## src/rtl/lsu_pkg.sv

```systemverilog
// Shared definitions for the load/store unit: RV32 funct3 codes, AHB-Lite
// encodings, FSM states and small decode helpers.
package lsu_pkg;

    localparam int unsigned XLEN_DEF     = 32;
    localparam int unsigned RF_IDX_W_DEF = 5;

    // RV32 load/store size/sign codes
    localparam logic [2:0] F3_B  = 3'b000;
    localparam logic [2:0] F3_H  = 3'b001;
    localparam logic [2:0] F3_W  = 3'b010;
    localparam logic [2:0] F3_BU = 3'b100;
    localparam logic [2:0] F3_HU = 3'b101;

    // AHB-Lite encodings
    localparam logic [1:0] HTRANS_IDLE   = 2'b00;
    localparam logic [1:0] HTRANS_NONSEQ = 2'b10;
    localparam logic [2:0] HSIZE_BYTE    = 3'b000;
    localparam logic [2:0] HSIZE_HALF    = 3'b001;
    localparam logic [2:0] HSIZE_WORD    = 3'b010;
    localparam logic [2:0] HBURST_SINGLE = 3'b000;
    localparam logic [3:0] HPROT_DEFAULT = 4'b0011;

    typedef enum logic [1:0] {
        ST_IDLE = 2'b00,
        ST_ADDR = 2'b01,
        ST_DATA = 2'b10
    } lsu_state_e;

    // Undefined encodings (011, 110, 111) behave as a word access.
    function automatic logic [2:0] norm_funct3(input logic [2:0] f3);
        case (f3)
            F3_B, F3_H, F3_W, F3_BU, F3_HU: norm_funct3 = f3;
            default:                        norm_funct3 = F3_W;
        endcase
    endfunction

    // Size is carried in funct3[1:0] once normalised.
    function automatic logic [2:0] hsize_of(input logic [2:0] f3n);
        case (f3n[1:0])
            2'b00:   hsize_of = HSIZE_BYTE;
            2'b01:   hsize_of = HSIZE_HALF;
            default: hsize_of = HSIZE_WORD;
        endcase
    endfunction

    function automatic logic is_misaligned(input logic [2:0] f3n, input logic [1:0] addr_lo);
        case (f3n[1:0])
            2'b00:   is_misaligned = 1'b0;
            2'b01:   is_misaligned = addr_lo[0];
            default: is_misaligned = (addr_lo != 2'b00);
        endcase
    endfunction

endpackage

```

## src/rtl/lsu_load_align.sv

```systemverilog
// Load data extraction: picks the addressed byte/half lane out of the 32-bit
// read bus and sign- or zero-extends it.
//   hrdata_i    : raw AHB read data
//   addr_lo_i   : registered address bits [1:0] of the transfer
//   funct3_i    : normalised RV32 funct3
//   load_data_o : aligned, extended result
module lsu_load_align
    import lsu_pkg::*;
#(
    parameter int unsigned XLEN = XLEN_DEF
) (
    input  logic [XLEN-1:0] hrdata_i,
    input  logic [1:0]      addr_lo_i,
    input  logic [2:0]      funct3_i,
    output logic [XLEN-1:0] load_data_o
);

    logic [7:0]  byte_v;
    logic [15:0] half_v;

    always_comb begin
        byte_v      = hrdata_i[{addr_lo_i, 3'b000} +: 8];
        half_v      = addr_lo_i[1] ? hrdata_i[31:16] : hrdata_i[15:0];
        load_data_o = hrdata_i;
        case (funct3_i)
            F3_B:    load_data_o = {{(XLEN-8){byte_v[7]}}, byte_v};
            F3_BU:   load_data_o = {{(XLEN-8){1'b0}}, byte_v};
            F3_H:    load_data_o = {{(XLEN-16){half_v[15]}}, half_v};
            F3_HU:   load_data_o = {{(XLEN-16){1'b0}}, half_v};
            default: load_data_o = hrdata_i;
        endcase
    end

endmodule

```

## src/rtl/lsu_ahb_master.sv

```systemverilog
// Load/store unit: takes one request at a time from EX, runs a single AHB-Lite
// transfer (address phase, data phase) and returns load writeback data.
//   req_*            : EX request handshake and payload
//   lsu_busy         : transfer in flight
//   misalign_err     : one-cycle pulse, request rejected as misaligned
//   bus_err          : one-cycle pulse, slave answered ERROR
//   wb_en/wb_rd/...  : load writeback to the register file
//   H*               : AHB-Lite master port
module lsu_ahb_master
    import lsu_pkg::*;
#(
    parameter int unsigned XLEN      = XLEN_DEF,
    parameter int unsigned RF_IDX_W  = RF_IDX_W_DEF,
    parameter logic [3:0]  HPROT_VAL = HPROT_DEFAULT
) (
    input  logic                clk,
    input  logic                rst_n,
    input  logic                req_valid,
    output logic                req_ready,
    input  logic                req_is_load,
    input  logic [2:0]          req_funct3,
    input  logic [XLEN-1:0]     req_addr,
    input  logic [XLEN-1:0]     req_wdata,
    input  logic [RF_IDX_W-1:0] req_rd,
    output logic                lsu_busy,
    output logic                misalign_err,
    output logic                bus_err,
    output logic                wb_en,
    output logic [RF_IDX_W-1:0] wb_rd,
    output logic [XLEN-1:0]     wb_data,
    output logic [XLEN-1:0]     HADDR,
    output logic [1:0]          HTRANS,
    output logic                HWRITE,
    output logic [2:0]          HSIZE,
    output logic [2:0]          HBURST,
    output logic [3:0]          HPROT,
    output logic [XLEN-1:0]     HWDATA,
    input  logic [XLEN-1:0]     HRDATA,
    input  logic                HREADY,
    input  logic                HRESP
);

    lsu_state_e          state_q, state_d;
    logic [XLEN-1:0]     addr_q, addr_d;
    logic [1:0]          htrans_q, htrans_d;
    logic                write_q, write_d;
    logic [2:0]          size_q, size_d;
    logic [2:0]          funct3_q, funct3_d;
    logic [RF_IDX_W-1:0] rd_q, rd_d;
    logic [XLEN-1:0]     hwdata_q, hwdata_d;
    logic                wb_en_q, wb_en_d;
    logic [RF_IDX_W-1:0] wb_rd_q, wb_rd_d;
    logic [XLEN-1:0]     wb_data_q, wb_data_d;
    logic                mis_q, mis_d;
    logic                berr_q, berr_d;

    logic [2:0]          req_f3n;
    logic [XLEN-1:0]     store_lanes;
    logic [XLEN-1:0]     load_word;

    lsu_load_align #(.XLEN(XLEN)) u_align (
        .hrdata_i    (HRDATA),
        .addr_lo_i   (addr_q[1:0]),
        .funct3_i    (funct3_q),
        .load_data_o (load_word)
    );

    // Request decode: normalised funct3 and byte-lane replicated store data
    always_comb begin
        req_f3n = norm_funct3(req_funct3);
        case (req_f3n[1:0])
            2'b00:   store_lanes = {(XLEN/8){req_wdata[7:0]}};
            2'b01:   store_lanes = {(XLEN/16){req_wdata[15:0]}};
            default: store_lanes = req_wdata;
        endcase
    end

    // State and datapath registers
    always_ff @(posedge clk or negedge rst_n) begin
        if (!rst_n) begin
            state_q   <= ST_IDLE;
            addr_q    <= '0;
            htrans_q  <= HTRANS_IDLE;
            write_q   <= 1'b0;
            size_q    <= HSIZE_BYTE;
            funct3_q  <= F3_B;
            rd_q      <= '0;
            hwdata_q  <= '0;
            wb_en_q   <= 1'b0;
            wb_rd_q   <= '0;
            wb_data_q <= '0;
            mis_q     <= 1'b0;
            berr_q    <= 1'b0;
        end else begin
            state_q   <= state_d;
            addr_q    <= addr_d;
            htrans_q  <= htrans_d;
            write_q   <= write_d;
            size_q    <= size_d;
            funct3_q  <= funct3_d;
            rd_q      <= rd_d;
            hwdata_q  <= hwdata_d;
            wb_en_q   <= wb_en_d;
            wb_rd_q   <= wb_rd_d;
            wb_data_q <= wb_data_d;
            mis_q     <= mis_d;
            berr_q    <= berr_d;
        end
    end

    // Next-state logic; pulses default low, everything else holds
    always_comb begin
        state_d   = state_q;
        addr_d    = addr_q;
        htrans_d  = htrans_q;
        write_d   = write_q;
        size_d    = size_q;
        funct3_d  = funct3_q;
        rd_d      = rd_q;
        hwdata_d  = hwdata_q;
        wb_en_d   = 1'b0;
        wb_rd_d   = wb_rd_q;
        wb_data_d = wb_data_q;
        mis_d     = 1'b0;
        berr_d    = 1'b0;

        case (state_q)
            ST_IDLE: begin
                if (req_valid) begin
                    if (is_misaligned(req_f3n, req_addr[1:0])) begin
                        mis_d = 1'b1;
                    end else begin
                        state_d  = ST_ADDR;
                        htrans_d = HTRANS_NONSEQ;
                        addr_d   = req_addr;
                        write_d  = !req_is_load;
                        size_d   = hsize_of(req_f3n);
                        funct3_d = req_f3n;
                        rd_d     = req_rd;
                        // Load keeps the previous HWDATA to avoid needless toggling
                        if (!req_is_load) begin
                            hwdata_d = store_lanes;
                        end
                    end
                end
            end
            ST_ADDR: begin
                if (HREADY) begin
                    state_d  = ST_DATA;
                    htrans_d = HTRANS_IDLE;
                end
            end
            ST_DATA: begin
                if (HREADY) begin
                    state_d = ST_IDLE;
                    if (HRESP) begin
                        berr_d = 1'b1;
                    end else if (!write_q && (rd_q != '0)) begin
                        wb_en_d   = 1'b1;
                        wb_rd_d   = rd_q;
                        wb_data_d = load_word;
                    end
                end
            end
            default: begin
                state_d  = ST_IDLE;
                htrans_d = HTRANS_IDLE;
            end
        endcase
    end

    assign req_ready    = (state_q == ST_IDLE);
    assign lsu_busy     = (state_q != ST_IDLE);
    assign misalign_err = mis_q;
    assign bus_err      = berr_q;
    assign wb_en        = wb_en_q;
    assign wb_rd        = wb_rd_q;
    assign wb_data      = wb_data_q;
    assign HADDR        = addr_q;
    assign HTRANS       = htrans_q;
    assign HWRITE       = write_q;
    assign HSIZE        = size_q;
    assign HBURST       = HBURST_SINGLE;
    assign HPROT        = HPROT_VAL;
    assign HWDATA       = hwdata_q;

endmodule
```

## config.mk

```make
export PLATFORM = sky130hd
export DESIGN_NAME = lsu_ahb_master
export DESIGN_NICKNAME = d
export VERILOG_FILES = /design/src/rtl/lsu_pkg.sv /design/src/rtl/lsu_load_align.sv /design/src/rtl/lsu_ahb_master.sv
export SDC_FILE = /design/constraint.sdc
export NUM_CORES = 1
export LEC_CHECK = 0
export ABC_AREA = 0
export ABC_CLOCK_PERIOD_IN_PS = 2280
export BUFFER_PORTS_ARGS = -buffer_cell sky130_fd_sc_hd__buf_2
export CORE_MARGIN = 8
export CORE_UTILIZATION = 48
export CTS_CLUSTER_DIAMETER = 100
export CTS_CLUSTER_SIZE = 20
export DETAILED_ROUTE_END_ITERATION = 10
export GPL_TIMING_DRIVEN = 0
export HOLD_SLACK_MARGIN = 0.06
export MAX_ROUTING_LAYER = met4
export PLACE_DENSITY = 0.81
export SLEW_MARGIN = 15
export SYNTH_ARGS = -nofsm -noshare
export SYNTH_HDL_FRONTEND = slang
export SYNTH_SLANG_ARGS = --single-unit
```

## constraint.sdc

```tcl
create_clock -name clk -period 2.28 [get_ports clk]
set_input_delay 0.114 -clock clk [delete_from_list [all_inputs] [get_ports clk]]
set_output_delay 0.114 -clock clk [all_outputs]
set_load 0.02 [all_outputs]
```

## Yosys cells after proc, flatten, opt, wreduce, memory -nomap -nowiden

Cells that the tools add are included.

| word-level totals | value |
|---|---|
| register bits | 120 |
| input port bits | 110 |
| output and inout port bits | 119 |
| word-level logic and storage cells | 74 |

| cells by class | value |
|---|---|
| eq/ne operators | 14 |
| shift operators | 1 |
| muxes and demuxes | 26 |
| bitwise operators | 4 |
| reduce and logical (&&, ||, !) cells | 16 |

Operator list:

| cell | count |
|---|---|
| one-hot mux 32 bit (4 select lines) | 1 |
| one-hot mux 32 bit (2 select lines) | 1 |
| indexed part select 32 x 6 -> 8 bit | 1 |
| two-way mux 16 bit | 1 |
| AND reduction 4 bit | 4 |
| == test 3 bit (second input constant) | 4 |
| two-way mux 1 bit | 12 |
| two-way mux 2 bit | 6 |
| one-hot mux 2 bit (3 select lines) | 2 |
| inequality test 2 bit (second input constant) | 4 |
| == test 3 x 1 -> 1 bit (second input constant) | 2 |
| logical NOT 3 bit | 2 |
| nonzero test 5 bit | 1 |
| OR reduction 5 bit | 1 |
| == test 2 x 1 -> 1 bit (second input constant) | 2 |
| logical NOT 2 bit | 2 |
| inverter 1 bit | 4 |
| one-hot mux 2 bit (2 select lines) | 1 |
| nonzero test 2 bit | 2 |
| == test 3 x 2 -> 1 bit (second input constant) | 1 |
| two-way mux 3 bit | 1 |
| AND reduction 3 bit | 1 |
| == test 2 bit (second input constant) | 1 |
| logical NOT 1 bit | 2 |
| other kinds (2) | 2 |

## Longest topological paths before layout

Gate-level depths: netlist (run 1).

| logic depth | value |
|---|---|
| word-level depth | 10 |
| mapped depth | 7 |

## Modules after synthesis

Synthesis (run 1) repeated with hierarchy kept, for this count alone.

| unflattened totals | value |
|---|---|
| cells, all modules | 435 |
| area, all modules | 5646.7 sq um |

By module, submodules not included:

| module | times used | cells an instance | area an instance (sq um) | seq. area each (sq um) |
|---|---|---|---|---|
| lsu_ahb_master | 1 | 324 | 4926.0 | 2927.8 |
| lsu_load_align | 1 | 111 | 720.7 | 0.0 |

## Least setup slack after synthesis (run 1)

No wires, ideal clock.

| timing path | value |
|---|---|
| kind | reg-to-reg |
| from | reg addr_q[1] (netlist: HADDR[1]) |
| to | reg wb_data_q[20] (netlist: wb_data[20]) |
| arrival | 1.773 ns |
| required time | 2.203 ns |
| setup slack | 0.430 ns |
| stages on the path, launching flop included | 7 |
| path buffers | 2 |
| cells stage by stage | dfrtp_1 -> buf_2 -> or4b_2 -> o22ai_2 -> a311oi_4 -> buf_6 -> a21oi_1 |

| on the way | value |
|---|---|
| longest elaborated chain between the ends | 2 |
| elaborated cells between the ends (all ways) | 3 |
| classes of those cells | 1 x shift; 2 x mux |

RTL lines:

| element | RTL line | text |
|---|---|---|
| start, declared | lsu_ahb_master.sv:44 | `logic [XLEN-1:0] addr_q, addr_d;` |
| start signal, assigned | lsu_ahb_master.sv:96 | `addr_q <= addr_d;` |
| indexed part select 32 x 6 -> 8 bit or two-way mux 16 bit (tied branches) | lsu_load_align.sv:22, lsu_load_align.sv:23 |  |
| one-hot mux 32 bit (4 select lines) * | lsu_load_align.sv:25 | `case (funct3_i)` |
| end signal, assigned | lsu_ahb_master.sv:105 | `wb_data_q <= wb_data_d;` |
| end, declared | lsu_ahb_master.sv:53 | `logic [XLEN-1:0] wb_data_q, wb_data_d;` |

Mark *: on every way between the ends. The rest lies on a longest branch, timed or not.
A chain may end at the register's enable or synchronous reset.

## Worst setup path in the final report (run 1)

| timing path | value |
|---|---|
| from | reg state_q[0] |
| to | reg wb_data_q[25] (netlist: wb_data[25]) |

| on the way | value |
|---|---|
| longest elaborated chain between the ends | 2 |

RTL lines:

| element | RTL line | text |
|---|---|---|
| start, declared | lsu_ahb_master.sv:43 | `lsu_state_e state_q, state_d;` |
| start signal, assigned | lsu_ahb_master.sv:95 | `state_q <= state_d;` |
| == test 2 bit | lsu_ahb_master.sv:127 | `case (state_q)` |
| AND reduction 4 bit (no source line) | n/a |  |

Every way passes these cells.

==> flow_summary_export.csv, run 1 <==
group,metric,value,unit
grt,overflow,0,
route,firstDrtPassIters,5,
clock_network,clk-insertion-delay-late,0.52,ns
route,drt_iter0_markers,443,
final_layout,multi_input_area,0.00217,sq mm
synth,synth_top_family_by_area,"multiplexers",
clock_network,htree_levels,4,
clock_network,clk_pin_slew,0.06,ns
synth,synth_xor_area_share,0,%
pwr,powerDensity,1270,mW/mm^2
synth,synth_fa_ha_area_share,0,%
worst_hold_path,worst_hold_path.num_cells,4,
route,drt_wl_total,20.0,mm
final_layout,finalCoreUtilization,77.5,%
timing,min_period_over_period,93.4,%
synth,synth_area_leaders,"dfrtp_1 (55%), mux2_2 (12%), nand2_1 (5.4%)",
floorplanning,die_h,121,microns
timing,setup_tns,0,ns
clock_network,cts_buffer_depth,2,
setup_path,crit_fanout,10,
floorplanning,io_pins,229,
final_layout,final_layout_size_suffix_gt1_share,38.6,%
floorplanning,start_util,49.0,%
timing,worstMarginPinSlew,1.00,ns
synth,ys_ff_latch,117,
pwr,vdd_ir_drop_max,0.766,mV
final_layout,num-nets-final,962,
route,drc_errors,0,
route,dr_total_vias,5423,
timing,finClkSkew,0.0122,ns
timing,grt_setup_unrepaired,"no",
setup_path,slowest_stage,"a311oi_4",
route,antenna_left,0,
grt,grt_util_met1,29.3,%
floorplanning,std_cell_rows,38,
setup_path,cp_cell_sequence,"nand3b_1 -> a2111o_1 -> buf_6 -> a311oi_4 -> buf_6 -> a21oi_1",
synth,yosysUniqueCellTypes,40,
outcome,status,"finished clean",
synth,synth_commonest_cells,"dfrtp_1 (117), nand2_1 (76), mux2_2 (55)",
synth,ys_seq_area_share,55.1,%
synth,synthArstFlopShare,100,%
floorplanning,die_w,121,microns
synth,ys_warn_count,0,
clock_network,cts_tree,"done",
grt,antenna_found_initial,1,
synth,synth-simple-area-share,13.1,%
synth,synth_ff_type,"dfrtp_1",
setup_path,arrival,2.52,ns
setup_path,endpoint_kind,"register",
place,io_buffers,219,
synth,syn_area_per_cell,10.8,sq um
pwr,p_leak,0.00413,uW
grt,use_met2,47.2,%
synth,yosysTopAreaCellShare,55.1,%
place,place.gp.congestion,0.938,
setup_path,crit_top_cell,"buf_6",
floorplanning,core,0.0108,sq mm
synth,synth_cells,491,
timing,post-route-min-period,2.13,ns
setup_path,worstSetupPathType,"register to register",
job,cap_violations,0,
setup_path,critPathLaunchType,"register",
route,vias_per_cell,5.39,
setup_path,critPathRequiredTime,2.67,ns
grt,grt_pass1_vias,6004,
grt,track_usage,28.3,%
final_layout,fill_cells,682,
worst_hold_path,hold_class,"primary input to register",
grt,grt_pass1_wl,31.4,mm
timing,hold_viol_final,0,
timing,drv_slew,0,
synth,syn_area,0.00531,sq mm
synth,yosys.area.top_type,"dfrtp_1",
timing,maxSlewHeadroom,32.8,%
place,dp_hpwl,13.0,mm
clock_network,cts_setup_buffers,0,
final_layout,areaGrowthSynthToFinish,58.1,%
clock_network,cts_buffers,17,
clock_network,cts_root_buf,"clkbuf_8",
floorplanning,die_area,0.0147,sq mm
synth,synth-compound-area-share,10.1,%
synth,synthMuxAreaShare,16.9,%
setup_path,rr_worst_depth,6,
grt,grt_busiest_layer,"met2",
synth,synth-edff-count,0,
synth,synth.most_common_cell,"dfrtp_1",
clock_network,cts.sinks,117,
route,routedWlPerCell,19.8,microns
timing,max_freq,470,MHz
setup_path,max_stage_delay,0.49,ns
grt,grt_max_degree,69,
grt,grtUsageMet3,9.17,%
final_layout,ff_latch_area,0.00293,sq mm
timing,setup_violations,0,
[metrics by stage]
| step | power (uW) | cell area [sq um] | setup slack [ns] | instances | hold slack [ns] |
|---|---|---|---|---|---|
| 2_1_floorplan | 6060 | 5340 | 0.430 | 498 | -0.182 |
| 3_3_place_gp | 7490 | 6610 | -0.252 | 857 | 0.347 |
| 3_5_place_dp | 7660 | 6640 | 0.113 | 858 | 0.156 |
| 4_1_cts | 10500 | 8390 | 0.119 | 1005 | 0.132 |
| 5_1_grt | 11200 | 8400 | 0.0282 | 1006 | 0.165 |
| 6_report | 10700 | 8400 | 0.151 | 1006 | 0.156 |
[per-layer routing]
metal  up-vias  wire [microns]
li1       2406               -
met1      2617            7270
met2       327            9980
met3        73            1840
met4         0             859
met5         -               0
[cell type report]
type / count / share of cell area (%)
tap: 140 / 2.09
clock buffer: 21 / 5.35
multi-input combinational: 334 / 25.8
buffer: 40 / 2.59
timing repair buffer: 335 / 27.2
inverter: 7 / 0.313
clock inverter: 11 / 1.79
sequential: 117 / 34.9
antenna: 1 / 0.0298
[layout by cell type, fill, tap and decap left out, types with 7 or more instances in the layout]
cell type | synthesis | routed
buf_4 | 10 | 10
nor3b_1 | 10 | 10
mux2_2 | 55 | 55
dlygate4sd3_1 | 0 | 115
a21oi_1 | 26 | 26
dfrtp_1 | 117 | 117
o21ai_0 | 36 | 36
nor2_1 | 43 | 43
clkbuf_16 | 0 | 16
buf_2 | 10 | 228
a211oi_1 | 7 | 7
conb_1 | 2 | 9
nand2_1 | 76 | 76
mux2i_1 | 28 | 28
inv_1 | 7 | 7
clkbuf_1 | 18 | 18
[registers in the layout (all words and copies together), names as in the netlist]
signal	cells
funct3_q	2
HTRANS	1
misalign_err	1
state_q	2
HADDR	32
wb_rd	5
HSIZE	2
HWDATA	32
rd_q	5
HWRITE	1
bus_err	1
wb_data	32
wb_en	1
[kinds of logic (layout without fill, tap and decap cells)]
logic type             count (synthesis)  after routing
and+or+nand+nor                      153            153
buffers and inverters                 47            414
AOI/OAI and AO/OA                     89             89
muxes                                 83             83
other                                  2             10
DFF                                  117            117
[critical path, delay by kind of cell, from the launching register on]
family	cells	cell delay, ns
flops	1	0.44
buf+inv	2	0.39
compound gates	3	0.95
simple gates	1	0.22
[repair_timing]
item,CTS,global route
hold endpoints to repair,175,0
hold buffers,115,0
endpoints found under the setup margin,0,5
resized for setup,0,4
[report_power, final]
part	leakage (uW)	internal [uW]	switching (uW)	total (uW)
registers	0.00142	3000	615	3620
logic	0.00243	1650	2700	4350
clock network	0.000277	1720	963	2690
[path summary, 6_finish.rpt]
| kind | start | end | slack (ns) |
|---|---|---|---|
| max reg2reg | state_q[0]$_DFFE_PN0P_ | wb_data[25]$_DFFE_PN0P_ | 0.15 |
| min reg2reg | wb_rd[3]$_DFFE_PN0P_ | wb_rd[3]$_DFFE_PN0P_ | 0.48 |
| max in group asynchronous | rst_n | rd_q[2]$_DFFE_PN0P_ | 1.45 |
| min | req_funct3[0] | HSIZE[0]$_DFFE_PN0P_ | 0.16 |
| min in group asynchronous | rst_n | wb_data[2]$_DFFE_PN0P_ | 0.17 |
| max | state_q[0]$_DFFE_PN0P_ | wb_data[25]$_DFFE_PN0P_ | 0.15 |
Power figures use the tool's default switching activity.
==> run 2: changes to the inputs <==
Settings changed: CORE_UTILIZATION 48 to 49, CTS_BUF_LIST from default to sky130_fd_sc_hd__clkbuf_8, PLACE_DENSITY 0.81 to 0.82.
==> run 2 against run 1 <==
  * Setup slack got worse by 0.026 ns
  * Clock skew about the same
  * Cell count down 1.1%
  * Critical path depth did not move
  * Count of clock-buffer cells in the layout shrank 3
  * Largest cell class unchanged
  * Clock power fell by 19%
  * Largest power group unchanged
  * Register-to-register slack lost 0.03 ns
  * Combinational power about the same
  * Non-clock buffer count down 10
  * Die area is 1.8% lower
  * Sequential power is essentially flat
==> flow_summary_export.csv, run 2 (synthesis gave the netlist of run 1 again) <==
group,metric,value,unit
worst_hold_path,hold_class,"primary input to register",
timing,post-route-min-period,2.15,ns
setup_path,crit_top_cell,"buf_6",
timing,maxSlewHeadroom,36.1,%
timing,worstMarginPinSlew,0.955,ns
clock_network,cts_buffer_depth,2,
final_layout,final_common_cell,"buf_2",
floorplanning,start_util,49.6,%
clock_network,clk-insertion-delay-late,0.43,ns
route,vias_per_cell,5.43,
timing,setup_violations,0,
setup_path,critPathRequiredTime,2.59,ns
final_layout,fill_cells,670,
place,dp_hpwl,13.0,mm
final_layout,layoutNonFillerInstCount,995,
setup_path,path_delay_family,"compound AO/OA/AOI/OAI gates",
place,io_buffers,219,
clock_network,cts.sinks,117,
floorplanning,core,0.0107,sq mm
setup_path,cp_cell_sequence,"nand3b_1 -> a2111o_1 -> buf_6 -> a311oi_4 -> buf_6 -> a21oi_1",
route,routedWlPerCell,19.8,microns
grt,grt_pass1_wl,30.6,mm
route,drt_iter0_markers,608,
timing,hold_viol_final,0,
clock_network,cts_root_buf,"clkbuf_8",
place,dpl_cell_area,0.00664,sq mm
place,place.gp.congestion,0.915,
setup_path,max_stage_delay,0.49,ns
grt,grt_max_degree,88,
timing,max_freq,464,MHz
clock_network,cts_setup_buffers,0,
clock_network,cts_buffers,17,
final_layout,ff_latch_area,0.00293,sq mm
grt,overflow,0,
final_layout,multi_input_area,0.00218,sq mm
timing,drv_slew,0,
setup_path,endpoint_kind,"register",
setup_path,critPathBufInv,2,
route,antenna_left,0,
timing,finClkSkew,0.0125,ns
setup_path,critPathLaunchType,"register",
timing,min_period_over_period,94.5,%
pwr,p_leak,0.00402,uW
setup_path,cp-startpoint,"state_q[0]$_DFFE_PN0P_",
clock_network,clk_pin_slew,0.07,ns
floorplanning,die_area,0.0144,sq mm
floorplanning,die_h,120,microns
pwr,powerDensity,1240,mW/mm^2
place,dp.cells,858,
final_layout,num-nets-final,952,
clock_network,cts_tree,"done",
timing,fin_ws,0.125,ns
worst_hold_path,min-delay-start,"HRDATA[14]",
final_layout,finalCoreUtilization,76.3,%
final_layout,final_layout_size_suffix_gt1_share,39.1,%
timing,holdWs,0.108,ns
route,dr_total_vias,5403,
setup_path,worstSetupPathType,"register to register",
setup_path,arrival,2.47,ns
route,firstDrtPassIters,6,
final_layout,final_cell_mix,"buf_2 (228), dfrtp_1 (117), dlygate4sd3_1 (105)",
pwr,vdd_ir_drop_max,0.711,mV
floorplanning,io_pins,229,
place,dpl_worst_slack,0.0891,ns
setup_path,crit_fanout,10,
route,drc_errors,0,
job,cap_violations,0,
floorplanning,std_cell_rows,38,
grt,antenna_found_initial,1,
floorplanning,die_w,120,microns
final_layout,final_area,0.00816,sq mm
outcome,status,"finished clean",
route,drt_wl_total,19.7,mm
grt,track_usage,27.9,%
timing,grt_setup_unrepaired,"no",
setup_path,slowest_stage,"a311oi_4",
clock_network,htree_levels,4,
grt,grt_pass1_vias,5706,
final_layout,areaGrowthSynthToFinish,53.6,%
setup_path,reg2reg_from,"state_q[0]$_DFFE_PN0P_",
==> run 2: cell count changes in the layout (fill, tap and decap cells not counted), moves of 2 or more <==
cell           previous run  this run
bufinv_16                 3         5
clkbuf_2                  2         0
clkbuf_16                16         0
dlygate4sd3_1           115       105
clkbuf_8                  3        18
==> run 2: worst reg2reg max path: stages, from the launching register on <==
cell,delay [ns]
dfrtp_1,0.44
nand3b_1,0.23
a2111o_1,0.39
buf_6,0.18
a311oi_4,0.49
buf_6,0.22
a21oi_1,0.08
==> run 2: power breakdown <==
group	switching [uW]	total, uW	internal (uW)
logic	2700	4340	1640
clock network	864	2190	1320
registers	602	3600	3000
==> run 2: through the flow <==
| step | power (uW) | setup TNS (ns) |
|---|---|---|
| final | 10100 | 0 |
| after global routing | 10600 | 0 |
| after CTS | 10000 | 0 |
| after detailed placement | 7690 | 0 |
| after global placement | 7520 | -29.19 |
| after floorplan | 6060 | 0 |
==> run 2: area by class of cell <==
type / count / share of cell area [%]
Tap cell: 140 / 2.15
Sequential cell: 117 / 35.9
Multi-Input combinational cell: 334 / 26.7
Inverter: 7 / 0.322
Clock buffer: 18 / 3.04
Clock inverter: 13 / 2.53
Timing Repair Buffer: 325 / 26.7
Buffer: 40 / 2.64
Antenna cell: 1 / 0.0307
==> run 2: metal layers <==
layer	routed length (microns)	track usage [%]	part of all wire, %	vias to the layer above
li1	-	-	-	2376
met1	7400	31.4	38	2586
met2	9650	45.2	49	380
met3	1990	8.55	10	61
met4	670	11.9	3.4	0
met5	0	-	0	-
==> run 2: worst paths after layout <==
check	to	slack (ns)	cells past startpoint
setup / recovery	wb_data[24]$_DFFE_PN0P_	0.13	6
hold / removal	wb_data[14]$_DFFE_PN0P_	0.11	3
setup reg to reg	wb_data[24]$_DFFE_PN0P_	0.13	6
hold reg to reg	HWDATA[12]$_DFFE_PN0P_	0.48	2
max in group asynchronous	funct3_q[1]$_DFFE_PN0P_	1.40	3
min in group asynchronous	HWDATA[15]$_DFFE_PN0P_	0.14	2
==> run 2: timing repair <==
| item | in CTS | in global routing |
|---|---|---|
| gates resized for setup | 0 | 2 |
| setup endpoints to repair | 0 | 6 |
| hold buffers | 105 | 0 |
| endpoints found under the hold margin | 221 | 0 |
==> run 3: changes to the inputs <==
--- a/config.mk
+++ b/config.mk
@@ -11,3 +11,3 @@
 export CORE_MARGIN = 8
-export CORE_UTILIZATION = 49
+export CORE_UTILIZATION = 40
 export CTS_BUF_LIST = sky130_fd_sc_hd__clkbuf_8
@@ -19,3 +19,3 @@
 export MAX_ROUTING_LAYER = met4
-export PLACE_DENSITY = 0.82
+export PLACE_DENSITY = 0.69
 export SLEW_MARGIN = 15
--- a/constraint.sdc
+++ b/constraint.sdc
@@ -3,2 +3,2 @@
 set_output_delay 0.114 -clock clk [all_outputs]
-set_load 0.02 [all_outputs]
+set_load 0.1 [all_outputs]
==> run 3 against run 2 <==
  * Setup slack improved by 0.064 ns
  * Maximum frequency increased by 3.1%
  * Clock skew decreased by 0.0038 ns
  * Flip-flop and latch count unchanged
  * Routed wire length decreased by 6.8%
  * Worst hold slack improved by 0.0023 ns
  * Via count decreased by 3.8%
  * Critical path depth unchanged
  * Critical endpoint is now wb_data[29]$_DFFE_PN0P_
  * Highest routed layer unchanged
==> flow_summary_export.csv, run 3 (synthesis gave the netlist of run 1 again) <==
group,metric,value,unit
route,antenna_left,0,
place,dp_hpwl,13.0,mm
route,dr_total_vias,5196,
final_layout,final_cell_mix,"buf_2 (228), dfrtp_1 (116), dlygate4sd3_1 (106)",
setup_path,slowest_stage,"a311oi_4",
clock_network,clk-insertion-delay-late,0.43,ns
final_layout,areaGrowthSynthToFinish,54.9,%
setup_path,crit_top_cell,"buf_6",
final_layout,fill_cells,1036,
floorplanning,die_w,131,microns
timing,max_freq,478,MHz
grt,overflow,0,
timing,setup_tns,0,ns
floorplanning,std_cell_rows,42,
grt,grt_pass1_vias,5699,
clock_network,clk_pin_slew,0.06,ns
job,cap_violations,0,
clock_network,cts_buffer_depth,2,
floorplanning,io_pins,229,
floorplanning,die_area,0.0172,sq mm
timing,drv_slew,0,
final_layout,diodes,0,
timing,post-route-min-period,2.09,ns
setup_path,worstSetupPathType,"register to register",
clock_network,cts_root_buf,"clkbuf_8",
setup_path,cp_cell_sequence,"nand3b_1 -> a2111o_1 -> buf_6 -> a311oi_4 -> buf_6 -> a21oi_1",
grt,antenna_found_initial,0,
timing,holdWs,0.110,ns
floorplanning,core,0.0131,sq mm
route,drt_iter0_markers,243,
floorplanning,die_h,131,microns
timing,min_period_over_period,91.7,%
floorplanning,start_util,40.6,%
route,drt_wl_total,18.4,mm
timing,maxSlewHeadroom,39.1,%
timing,grt_setup_unrepaired,"no",
setup_path,arrival,2.40,ns
setup_path,path_delay_family,"compound AO/OA/AOI/OAI gates",
final_layout,final_layout_size_suffix_gt1_share,39.2,%
clock_network,cts.sinks,117,
grt,track_usage,21.8,%
clock_network,cts_buffers,17,
worst_hold_path,hold_class,"primary input to register",
timing,setup_violations,0,
outcome,status,"finished clean",
route,routedWlPerCell,17.8,microns
timing,worstMarginPinSlew,0.909,ns
grt,grt_max_degree,67,
setup_path,critPathRequiredTime,2.59,ns
clock_network,cts_tree,"done",
place,place.gp.congestion,0.902,
clock_network,htree_levels,4,
final_layout,final_common_cell,"buf_2",
setup_path,critPathBufInv,2,
final_layout,num-nets-final,953,
timing,finClkSkew,0.00872,ns
grt,grt_pass1_wl,29.4,mm
route,vias_per_cell,5.04,
timing,hold_viol_final,0,
route,drc_errors,0,
place,io_buffers,219,
clock_network,cts_setup_buffers,0,
setup_path,endpoint_kind,"register",
setup_path,crit_fanout,10,
setup_path,max_stage_delay,0.46,ns
setup_path,critPathLaunchType,"register",
route,firstDrtPassIters,5,
==> run 3: stage by stage <==
step / cell area [sq um] / setup slack, ns / utilization [%] / instances
after global routing: 8230 / 0.0320 / 62.9 / 1031
after detailed placement: 6690 / 0.0640 / 51.1 / 894
after global placement: 6660 / -0.493 / 50.9 / 893
final: 8230 / 0.189 / 62.9 / 1031
after floorplan: 5340 / 0.0759 / - / 498
after CTS: 8220 / 0.0318 / 62.8 / 1031
==> run 3: worst reg2reg max path: cells and delay by family, from the launching register on <==
kind	cells	cell delay, ns
AOI/OAI and AO/OA	3	0.91
buffers and inverters	2	0.39
and+or+nand+nor	1	0.23
DFF	1	0.45
==> run 3: per-layer routing <==
layer / vias to the layer above / global-route usage [%] / wire (microns)
met3: 44 / 7.16 / 1530
met1: 2507 / 23.3 / 7090
met2: 258 / 36.1 / 9220
met5: - / - / 0
li1: 2387 / - / -
met4: 0 / 10.3 / 530
==> run 3: worst paths after layout <==
path / startpoint / to / slack (ns) / depth (start not counted)
worst max-delay path: state_q[0]$_DFFE_PN0P_ / wb_data[29]$_DFFE_PN0P_ / 0.19 / 6
min in group asynchronous: rst_n / wb_rd[0]$_DFFE_PN0P_ / 0.21 / 2
worst max register to register: state_q[0]$_DFFE_PN0P_ / wb_data[29]$_DFFE_PN0P_ / 0.19 / 6
worst min-delay path: req_funct3[1] / misalign_err$_DFF_PN0_ / 0.11 / 3
worst min register to register: wb_data[5]$_DFFE_PN0P_ / wb_data[5]$_DFFE_PN0P_ / 0.47 / 2
max in group asynchronous: rst_n / HADDR[1]$_DFFE_PN0P_ / 1.36 / 3
==> run 3: area by class of cell <==
type / instances / area, sq um / share of cell area (%)
Buffer: 40 / 215 / 2.62
Sequential cell: 117 / 2930 / 35.6
Multi-Input combinational cell: 334 / 2180 / 26.5
Timing Repair Buffer: 326 / 2190 / 26.6
Tap cell: 176 / 220 / 2.68
Clock buffer: 21 / 289 / 3.51
Inverter: 7 / 26.3 / 0.319
Clock inverter: 10 / 178 / 2.16
==> run 3: repair_timing <==
item                       CTS  global route
hold buffers               106             0
hold endpoints to repair   155             0
resized for setup            0             2
setup endpoints to repair    0            20
Power of run 3 is not shown: default switching activity piles up to over one toggle a cycle in this logic, so the estimate is an artifact.
